$ cat src/rtl/multi_approach_signal_ctrl.sv
// Round-robin signal controller for N approaches with demand sensing,
// per-approach emergency preemption and a global alert hold. All outputs registered.
//
// state   | meaning
// ALLRED  | clearance interval; at count==0 picks the next approach (or parks)
// GREEN   | active approach green for T_GREEN cycles
// YELLOW  | active approach yellow for T_YELLOW cycles
// PREEMPT | emergency approach held green while its request stays high
// HOLD    | alert hold, every lamp red until both alerts drop
module multi_approach_signal_ctrl #(
    parameter int N_APPR   = 4,
    parameter int T_GREEN  = 20,
    parameter int T_YELLOW = 4,
    parameter int T_ALLRED = 1,
    parameter int CNT_W    = 5
) (
    input  logic                  clk,
    input  logic                  rst,
    input  logic [N_APPR-1:0]     sensor,
    input  logic [N_APPR-1:0]     emrg_req,
    input  logic                  alert1,
    input  logic                  alert2,
    output logic [3*N_APPR-1:0]   light,
    output logic [3:0]            active_idx,
    output logic [CNT_W-1:0]      count,
    output logic                  emrg_active,
    output logic                  ambulance,
    output logic                  police
);

    typedef enum logic [2:0] {
        S_ALLRED,
        S_GREEN,
        S_YELLOW,
        S_PREEMPT,
        S_HOLD
    } state_t;

    localparam logic [CNT_W-1:0] C_GREEN  = CNT_W'(T_GREEN - 1);
    localparam logic [CNT_W-1:0] C_YELLOW = CNT_W'(T_YELLOW - 1);
    localparam logic [CNT_W-1:0] C_ALLRED = CNT_W'(T_ALLRED - 1);

    state_t               state, state_nx;
    logic [CNT_W-1:0]     count_nx;
    logic [3:0]           idx_nx;
    logic [3*N_APPR-1:0]  light_nx;

    logic                 emrg_any;
    logic [3:0]           emrg_idx;
    logic                 emrg_cur;
    logic                 hi_found, lo_found, rr_found;
    logic [3:0]           hi_idx, lo_idx, rr_idx;

    // Lowest asserted request wins; emrg_cur tracks the request of the owning approach.
    always_comb begin
        emrg_any = 1'b0;
        emrg_idx = '0;
        emrg_cur = 1'b0;
        for (int i = N_APPR - 1; i >= 0; i--) begin
            if (emrg_req[i]) begin
                emrg_any = 1'b1;
                emrg_idx = 4'(i);
            end
            if (4'(i) == active_idx) emrg_cur = emrg_req[i];
        end
    end

    // Round-robin: lowest demanding index above active_idx, else lowest at or below it.
    always_comb begin
        hi_found = 1'b0;
        lo_found = 1'b0;
        hi_idx   = '0;
        lo_idx   = '0;
        for (int i = N_APPR - 1; i >= 0; i--) begin
            if (sensor[i]) begin
                if (4'(i) > active_idx) begin
                    hi_found = 1'b1;
                    hi_idx   = 4'(i);
                end else begin
                    lo_found = 1'b1;
                    lo_idx   = 4'(i);
                end
            end
        end
        rr_found = hi_found | lo_found;
        rr_idx   = hi_found ? hi_idx : lo_idx;
    end

    always_comb begin
        state_nx = state;
        count_nx = count;
        idx_nx   = active_idx;
        if (alert1 || alert2) begin
            state_nx = S_HOLD;
            count_nx = '0;
        end else begin
            case (state)
                S_HOLD: begin
                    state_nx = S_ALLRED;
                    count_nx = C_ALLRED;
                end
                S_ALLRED: begin
                    if (count != '0) begin
                        count_nx = count - 1'b1;
                    end else if (emrg_any) begin
                        state_nx = S_PREEMPT;
                        idx_nx   = emrg_idx;
                        count_nx = '0;
                    end else if (rr_found) begin
                        state_nx = S_GREEN;
                        idx_nx   = rr_idx;
                        count_nx = C_GREEN;
                    end
                end
                S_GREEN: begin
                    if (emrg_any && emrg_idx == active_idx) begin
                        state_nx = S_PREEMPT;
                        count_nx = '0;
                    end else if (emrg_any || count == '0) begin
                        state_nx = S_YELLOW;
                        count_nx = C_YELLOW;
                    end else begin
                        count_nx = count - 1'b1;
                    end
                end
                S_YELLOW: begin
                    if (count == '0) begin
                        state_nx = S_ALLRED;
                        count_nx = C_ALLRED;
                    end else begin
                        count_nx = count - 1'b1;
                    end
                end
                S_PREEMPT: begin
                    if (!emrg_cur) begin
                        state_nx = S_YELLOW;
                        count_nx = C_YELLOW;
                    end
                end
                default: begin
                    state_nx = S_ALLRED;
                    count_nx = '0;
                end
            endcase
        end
    end

    // Lamps decoded from the next state so the registered output lines up with it.
    always_comb begin
        light_nx = {N_APPR{3'b100}};
        for (int i = 0; i < N_APPR; i++) begin
            if (4'(i) == idx_nx) begin
                if (state_nx == S_GREEN || state_nx == S_PREEMPT)
                    light_nx[3*i +: 3] = 3'b001;
                else if (state_nx == S_YELLOW)
                    light_nx[3*i +: 3] = 3'b010;
            end
        end
    end

    always_ff @(posedge clk) begin
        if (!rst) begin
            state       <= S_ALLRED;
            count       <= '0;
            active_idx  <= 4'(N_APPR - 1);
            light       <= {N_APPR{3'b100}};
            emrg_active <= 1'b0;
            ambulance   <= 1'b0;
            police      <= 1'b0;
        end else begin
            state       <= state_nx;
            count       <= count_nx;
            active_idx  <= idx_nx;
            light       <= light_nx;
            emrg_active <= (state_nx == S_PREEMPT);
            ambulance   <= alert1;
            police      <= alert2;
        end
    end

endmodule

$ cat config.mk
export PLATFORM = sky130hd
export DESIGN_NAME = multi_approach_signal_ctrl
export DESIGN_NICKNAME = d
export VERILOG_FILES = /design/src/rtl/multi_approach_signal_ctrl.sv
export SDC_FILE = /design/constraint.sdc
export NUM_CORES = 1
export LEC_CHECK = 0
export CORE_AREA = 2 2 56 58
export CTS_CLUSTER_DIAMETER = 200
export DETAILED_ROUTE_END_ITERATION = 8
export DIE_AREA = 0 0 58 60
export HOLD_SLACK_MARGIN = 0.06
export PLACE_DENSITY = 0.77
export REMOVE_ABC_BUFFERS = 1
export SETUP_SLACK_MARGIN = 0.4
export SYNTH_ARGS = -nofsm -noshare
export SYNTH_HDL_FRONTEND = slang
export SYNTH_SLANG_ARGS = --single-unit
export TNS_END_PERCENT = 5
$ cat constraint.sdc
create_clock -name clk -period 6.93 [get_ports clk]
set_input_delay 1.386 -clock clk [delete_from_list [all_inputs] [get_ports clk]]
set_output_delay 1.386 -clock clk [all_outputs]
set_load 0.01 [all_outputs]
==> reports/metrics.yaml <==
layout:
  nNetsFinal: 208
  drive_above_1_share_pct: 11.3
  fillers: 273
  syn_to_final_growth_pct: 26.4
  stdcell_count: 227
  multi_input_area_um2: 820
  register_area_um2: 541
  n_antenna_cell: 0
clock_tree:
  clk_latency_ns: 0.32
  root_buffer: "clkbuf_4"
  postCtsSetupRepairBufs: 0
  clock_sinks: 27
  clkTransAtPathRegs_ns: 0.14
  ctsHoldBuffers: 0
  cts_made_buffers: 3
  clk_path_buf_depth: 2
  cts_resized: 0
  htree_levels: 1
  cts_tree: "built"
yosys:
  synthAdderAreaFrac_pct: 0.878
  muxShareOfSynthArea_pct: 1.84
  synth_edf_count: 0
  ys.warnings.count: 0
  synth_top_family_by_area: "simple AND/OR/NAND/NOR gates"
  synth_compound_area_share_pct: 20.5
  netlist_instances: 162
  synth_top_flop_cell: "dfxtp_1"
  synth-simple-area-share_pct: 33.6
  synthesis.area_mm2: 0.00143
  synth_cell_types: 58
  ys_ff_latch: 27
  ys_seq_area_share_pct: 37.9
  synth-async-reset-ratio_pct: 0
  avgSynthCellArea_um2: 8.80
  synth_xor_area_share_pct: 0.615
global_routing:
  use_met1_pct: 24.1
  grt_pass1_wl_um: 5660
  grtUsageTotal_pct: 21.0
  gr-usage-met2_pct: 36.7
  use_met3_pct: 6.06
  grt_pass1_vias: 1304
  overflow: 0
  grt_busiest_layer: "met2"
  grt_antenna_before_repair: 0
  grt_max_degree: 16
sta:
  finalHoldViolations: 0
  period_share_pct: 51.2
  setup-tns-final_ns: 0
  grt_setup_unrepaired: "no"
  worst-slew-pin-transition_ns: 0.607
  fmax_mhz: 282
  maxSlewViolCount: 0
  period_needed_ns: 3.55
  max_slew_margin_pct: 59.0
  fin_skew_ns: 0.00168
  finalSetupViolCount: 0
routing:
  drt_first_pass_iters: 4
  vias_per_cell: 6.05
  drc_errors: 0
  antenna_left: 0
  wl_per_cell_um: 15.2
  via_count: 1373
  initialDrtViolationCount: 48
  wirelength_um: 3460
power:
  p_total_mw: 0.281
  p_sw_share_pct: 26.6
  power.density_mw_per_mm2: 156
  seqPwrFrac_pct: 58.3
  clkPwrFrac_pct: 24.1
  p_sw_mw: 0.0748
  ir_worst_vdd_mv: 0.146
  p_leak_nw: 0.692
  p_comb_share_pct: 17.6
  p_int_mw: 0.206
die:
  core_region_area_mm2: 0.00290
  io-pin-count: 36
  num_rows: 20
  fp.dieH_um: 60
  start_util_pct: 49.1
  die_area_mm2: 0.00348
  die_w_um: 58
setup_path:
  cp_num_buf_inv: 1
  worstPathArrival_ns: 3.76
  worstSetupStartpointType: "primary input"
  critPathMaxStageDelay_ns: 0.62
  crit_type: "in2reg"
  crit_chain: "clkdlybuf4s50_1, or4_4, o311ai_0, a21o_1, or4b_1"
  crit_family: "simple AND/OR/NAND/NOR gates"
  cp_slowest_cell: "or4_4"
  cp-end-kind: "flip-flop"
  required_ns: 7.15
  crit_fanout: 8
status:
  status: "finished clean"
flow_run:
  drv_cap: 0
place:
  hpwl_um: 2630
  place.gp.congestion: 0.850
  dpl.cell_count: 223
  portBuffers: 35
min_path:
  hp-class: "reg2reg"
final cells by class:
class / count / area share (%)
clock buffer: 3 / 1.25
tap: 33 / 2.29
multi-input combinational: 122 / 45.5
clock inverter: 1 / 0.278
sequential: 27 / 30.0
timing repair buffer: 35 / 19.4
inverter: 6 / 1.25
sequential cells by signal, indices dropped and copies added, names as in the netlist:
name         count
count            5
ambulance        1
light           12
state            3
active_idx       4
emrg_active      1
police           1
per-layer routing:
metal	up-vias	routed length, um
met4	0	74
li1	666	-
met5	-	0
met3	10	166
met1	658	1450
met2	39	1760
stage by stage:
| step | setup slack, ns | hold slack, ns | util, % | instance area [um^2] |
|---|---|---|---|---|
| floorplan | 3.77 | 0.576 | - | 1380 |
| global placement | 3.23 | 0.564 | 61.1 | 1770 |
| detailed placement | 3.11 | 0.575 | 61.1 | 1770 |
| CTS | 3.46 | 0.602 | 62.1 | 1800 |
| global route | 3.28 | 0.614 | 62.1 | 1800 |
| finish | 3.38 | 0.602 | 62.1 | 1800 |
placed cells by master, fill, tap and decap left out, drive strengths merged, types with 4 or more instances in the layout:
master         count
nand3b             4
and2               6
and3               4
clkdlybuf4s50     35
nand2b             4
a21oi              7
inv                6
o21ai              5
nor3               8
dfxtp             27
nand2             13
nor2              20
worst paths after layout:
| kind | startpoint | to | slack, ns | cells past startpoint |
|---|---|---|---|---|
| max | emrg_req[2] | light[11] | 3.38 | 5 |
| min | active_idx[3] | active_idx[3] | 0.60 | 1 |
| max reg2reg | count[0] | light[11] | 4.30 | 8 |
| min reg2reg | active_idx[3] | active_idx[3] | 0.60 | 1 |
logic make-up (layout without fill, tap and decap cells):
| family | count (synthesis) | in the layout |
|---|---|---|
| flip-flops | 27 | 27 |
| multiplexers | 1 | 1 |
| XOR/XNOR | 1 | 1 |
| adder cells (fa/ha/maj) | 1 | 1 |
| AND/OR/NAND/NOR | 80 | 80 |
| AO/OA/AOI/OAI | 39 | 39 |
| buffers and inverters | 13 | 45 |
cells in the mapped netlist, types with 2 or more instances:
| cell type | instances | area [um^2] |
|---|---|---|
| nand2b_1 | 3 | 18.8 |
| o21bai_1 | 3 | 22.5 |
| nand3b_1 | 4 | 30.0 |
| and2_1 | 4 | 25.0 |
| inv_1 | 6 | 22.5 |
| nor3_1 | 8 | 40.0 |
| nand2_1 | 12 | 45.0 |
| buf_6 | 2 | 22.5 |
| and3_2 | 2 | 15.0 |
| a21oi_1 | 7 | 35.0 |
| nor4_1 | 3 | 18.8 |
| a32oi_1 | 2 | 17.5 |
| a311oi_1 | 2 | 17.5 |
| dfxtp_1 | 27 | 541 |
| o21ai_0 | 5 | 25.0 |
| nand3_1 | 3 | 15.0 |
| nor2_1 | 20 | 75.1 |
| o211ai_1 | 3 | 22.5 |
| or2_2 | 2 | 12.5 |
| o221a_2 | 2 | 22.5 |
| nor3b_1 | 2 | 15.0 |
| clkbuf_1 | 4 | 15.0 |
power by group through the flow:
stage	sequential (mW)	combinational [mW]	clock, mW
finish	0.164	0.0493	0.0678
global route	0.164	0.0540	0.0731
CTS	0.164	0.0488	0.0692
detailed placement	0.167	0.0485	0
global placement	0.167	0.0469	0
floorplan	0.167	0.0276	0
Note: power is estimated with default switching activity, not from simulation.
==> variant 1: new RTL, same settings <==
Re-encode `state_t` (5 states) as one-hot, 5 bits wide.
--- a/src/rtl/multi_approach_signal_ctrl.sv
+++ b/src/rtl/multi_approach_signal_ctrl.sv
@@ -28,12 +28,12 @@
     output logic                  police
 );
 
-    typedef enum logic [2:0] {
-        S_ALLRED,
-        S_GREEN,
-        S_YELLOW,
-        S_PREEMPT,
-        S_HOLD
+    typedef enum logic [4:0] {
+        S_ALLRED  = 5'b00001,
+        S_GREEN   = 5'b00010,
+        S_YELLOW  = 5'b00100,
+        S_PREEMPT = 5'b01000,
+        S_HOLD    = 5'b10000
     } state_t;
 
     localparam logic [CNT_W-1:0] C_GREEN  = CNT_W'(T_GREEN - 1);
Formal check against the unedited RTL: same outputs for any inputs over 10 cycles, from zero or initial values and one cycle with rst low; not proved beyond that.
==> variant 1 against the original RTL <==
  * Sequential cell count increased by 2
  * Fmax increased by 2.4%
  * Final area increased by 9.3%
  * Clock power increased by 120%
  * Worst setup slack improved by 0.084 ns
  * Wire length increased by 6.6%
  * Synthesized area increased by 5.7%
  * Total power increased by 30%
  * Global-route usage increased by 2.8 points
  * Largest cell class unchanged
  * Highest routed layer unchanged
==> variant 1: results <==
{
  "crit_slowest_cell": "or4_1",
  "grt_pass1_wl_mm": 6.33,
  "path_max_fanout": 8,
  "crit_start": "emrg_req[2]",
  "max-vdd-ir-drop_uv": 143,
  "largestRegisters": "light x12, count x5, state x5",
  "synthArstFlopShare": 0,
  "ys_types": 52,
  "drive_above_1_share": 0.142,
  "max_stage_delay_ns": 0.71,
  "nNetsFinal": 224,
  "yosysWarnings": 0,
  "holdCritPathClass": "flip-flop to flip-flop",
  "cts_setup_buffers": 0,
  "cts_buffers": 5,
  "crit_end": "light[0]",
  "viasPerCell": 6.00,
  "dr.pass1.iters": 4,
  "clk_latency_ns": 0.32,
  "synth_area_leaders": "dfxtp_1, nor2_1, nor3_1, a21oi_1, nand2_1",
  "synth.yosys.seq_area_share": 0.385,
  "rrSetupSlack_ns": 4.30,
  "hpwl_mm": 2.79,
  "clk_pin_slew_ns": 0.10,
  "p_leak_nw": 0.743,
  "drt_first_iter_violations": 66,
  "status": "finished, final reports clean",
  "gp_congestion": 0.946,
  "track_usage": 0.238,
  "wl_per_cell_um": 15.0,
  "whs_path_depth": 2,
  "r2r_start": "count[0]",
  "hold_start": "count[4]",
  "h-tree-depth": 2,
  "root_buffer": "clkbuf_4",
  "antenna_found_initial": 0,
  "grt_max_degree": 13,
  "holdPathEnd": "count[4]",
  "final.setup_skew_ns": 0.0104,
  "synth_common_cells": "dfxtp_1, nor2_1, nand2_1",
  "worst_pin_slew_ns": 0.716,
  "worst-endpoint-arrival_ns": 3.64,
  "grt_pass1_vias": 1402,
  "n_antenna_cell": 0
}
[variant 1: per-layer routing]
metal  vias to the layer above  global-route usage  part of all wire  wire length, µm
li1                        713                   -                 -                -
met1                       711               0.278              0.41             1520
met2                        40               0.401              0.52             1900
met3                         6              0.0844             0.059              217
met4                         0              0.0897             0.012               46
met5                         -                   0                 0                0
[variant 1: final cells by class]
type                    instances  area [µm²]
well taps                      33        41.3
fillers                       246         933
clock buffers                   7        55.1
flip-flops and latches         29         581
inverters                       7        26.3
repair buffers                 36         358
clock inverters                 1        30.0
multi-input cells             132         878
[variant 1: kinds of logic (layout without fill, tap and decap cells)]
logic type / after synthesis / after routing / share of synthesized area
AO/OA/AOI/OAI: 47 / 47 / 0.233
XOR/XNOR: 1 / 1 / 0.00582
adder cells (fa/ha/maj): 1 / 1 / 0.00830
buffers and inverters: 11 / 51 / 0.0316
flip-flops: 29 / 29 / 0.385
multiplexers: 1 / 1 / 0.0149
AND/OR/NAND/NOR: 82 / 82 / 0.321
[variant 1: report_power, final]
part / total, mW / internal [mW] / switching, mW
Sequential: 0.173 / 0.169 / 0.00367
Clock: 0.146 / 0.0861 / 0.0596
Combinational: 0.0470 / 0.0221 / 0.0249
[variant 1: per-stage QoR]
stage / util / instances / hold WS [ns] / setup WS [ns] / instance area (µm²)
after detailed placement: 0.649 / 237 / 0.527 / 3.15 / 1880
after global routing: 0.678 / 245 / 0.587 / 3.35 / 1970
final: 0.678 / 245 / 0.548 / 3.47 / 1970
after global placement: 0.649 / 237 / 0.525 / 3.19 / 1880
after floorplan: - / 168 / 0.523 / 3.93 / 1490
after CTS: 0.678 / 245 / 0.539 / 3.49 / 1970
==> variant 2: new RTL, config.mk and constraints unchanged <==
Made on the original files. Set the parameter `CNT_W` to 7 (it was 5).
--- a/src/rtl/multi_approach_signal_ctrl.sv
+++ b/src/rtl/multi_approach_signal_ctrl.sv
@@ -12,7 +12,7 @@
     parameter int T_GREEN  = 20,
     parameter int T_YELLOW = 4,
     parameter int T_ALLRED = 1,
-    parameter int CNT_W    = 5
+    parameter int CNT_W    = 7
 ) (
     input  logic                  clk,
     input  logic                  rst,
Ports: changed (resized count); port bits go from 36 to 38. No check against the original RTL was run, so the function may have changed too.
==> variant 2 against the original RTL <==
  * Critical path depth is 1 higher
  * Register-to-register slack improved by 0.02 ns
  * Combinational power increased by 20%
  * Worst hold slack got worse by 0.047 ns
  * Wire length is 11% higher
  * Sequential cell count increased by 2
  * Worst setup slack improved by 0.15 ns
  * Synthesized area increased by 9.4%
  * Final area grew 12%
  * Total power grew 36%
  * Count of clock-buffer cells in the layout rose by 4
==> variant 2: results <==
{
  "status": "finished, final reports clean",
  "wl_per_cell_um": 15.7,
  "final.setup_skew_ns": 0.0117,
  "num_vias": 1528,
  "r2r_end": "light[10]",
  "gp_congestion": 0.875,
  "post-place-ws_ns": 3.23,
  "timing.hold.ws_ns": 0.554,
  "nNetsFinal": 225,
  "synth_common_cells": "dfxtp_1, nor2_1, nor4_1",
  "largestRegisters": "light x12, count x7, active_idx x4",
  "synth_area_leaders": "dfxtp_1, nor4_1, o211ai_1, nor2_1, nand2b_1",
  "synth_compound_area_frac": 0.178,
  "synth_xor_area_frac": 0.0225,
  "cts_buffers": 5,
  "relSlewSlack": 0.593,
  "synth_fa_ha_area_frac": 0.0144,
  "grt_pass1_wl_mm": 6.56,
  "h-tree-depth": 2,
  "ys_types": 55,
  "p_leak_nw": 0.733,
  "place_inst": 238,
  "drt_first_iter_violations": 73,
  "max-vdd-ir-drop_uv": 156,
  "muxShareOfSynthArea": 0.0217,
  "synth.avg_cell_area_um2": 8.91,
  "whs_path_depth": 2,
  "worst-endpoint-arrival_ns": 3.67,
  "viasPerCell": 6.21,
  "path_max_fanout": 8,
  "crit_slowest_cell": "nor4_2",
  "drive_above_1_share": 0.0892,
  "max_stage_delay_ns": 0.55,
  "holdPathEnd": "count[0]",
  "rr_worst_depth": 7,
  "clk_pin_slew_ns": 0.10,
  "cts_resized": 0,
  "rrSetupSlack_ns": 4.32,
  "dr.pass1.iters": 5
}
variant 2: power breakdown:
group / switching [mW] / total (mW) / internal, mW
Clock: 0.0601 / 0.146 / 0.0861
Sequential: 0.00639 / 0.177 / 0.170
Combinational: 0.0315 / 0.0590 / 0.0276
Total: 0.0980 / 0.382 / 0.284
variant 2: cell families (layout without fill, tap and decap cells):
| family | after synthesis | in the layout |
|---|---|---|
| compound gates | 38 | 38 |
| xor+xnor | 4 | 4 |
| simple gates | 89 | 89 |
| buf+inv | 11 | 49 |
| fa+ha+maj | 2 | 2 |
| flops | 29 | 29 |
| mux | 2 | 2 |
variant 2: final cells by class:
class                           count  area, µm²
Inverter                            4       15.0
Multi-Input combinational cell    135        935
Timing Repair Buffer               37        370
Fill cell                         234        876
Sequential cell                    29        581
Clock buffer                        7       55.1
Tap cell                           33       41.3
Clock inverter                      1       30.0
variant 2: worst reg2reg max path, delay by kind of cell (launching register included):
family | cells | cell delay (ns)
and+or+nand+nor | 4 | 1.55
DFF | 1 | 0.36
AOI/OAI and AO/OA | 1 | 0.34
adders and majority gates | 1 | 0.20
buffers and inverters | 1 | 0.07
variant 2: worst max-delay path by stage:
stage	cells after the start	end	slack (ns)	start
after floorplan	5	count[4]	4.04	emrg_req[0]
after global placement	6	light[5]	3.32	emrg_req[0]
after detailed placement	6	count[5]	3.23	emrg_req[0]
after CTS	6	count[5]	3.57	emrg_req[0]
after global routing	6	count[3]	3.30	emrg_req[0]
final	6	count[5]	3.53	emrg_req[0]
variant 2: layer usage:
metal,part of all wire,track usage,vias up
met5,0,0,-
met4,0.028,0.126,0
met3,0.044,0.0671,13
met2,0.50,0.422,43
met1,0.43,0.291,717
li1,-,-,755
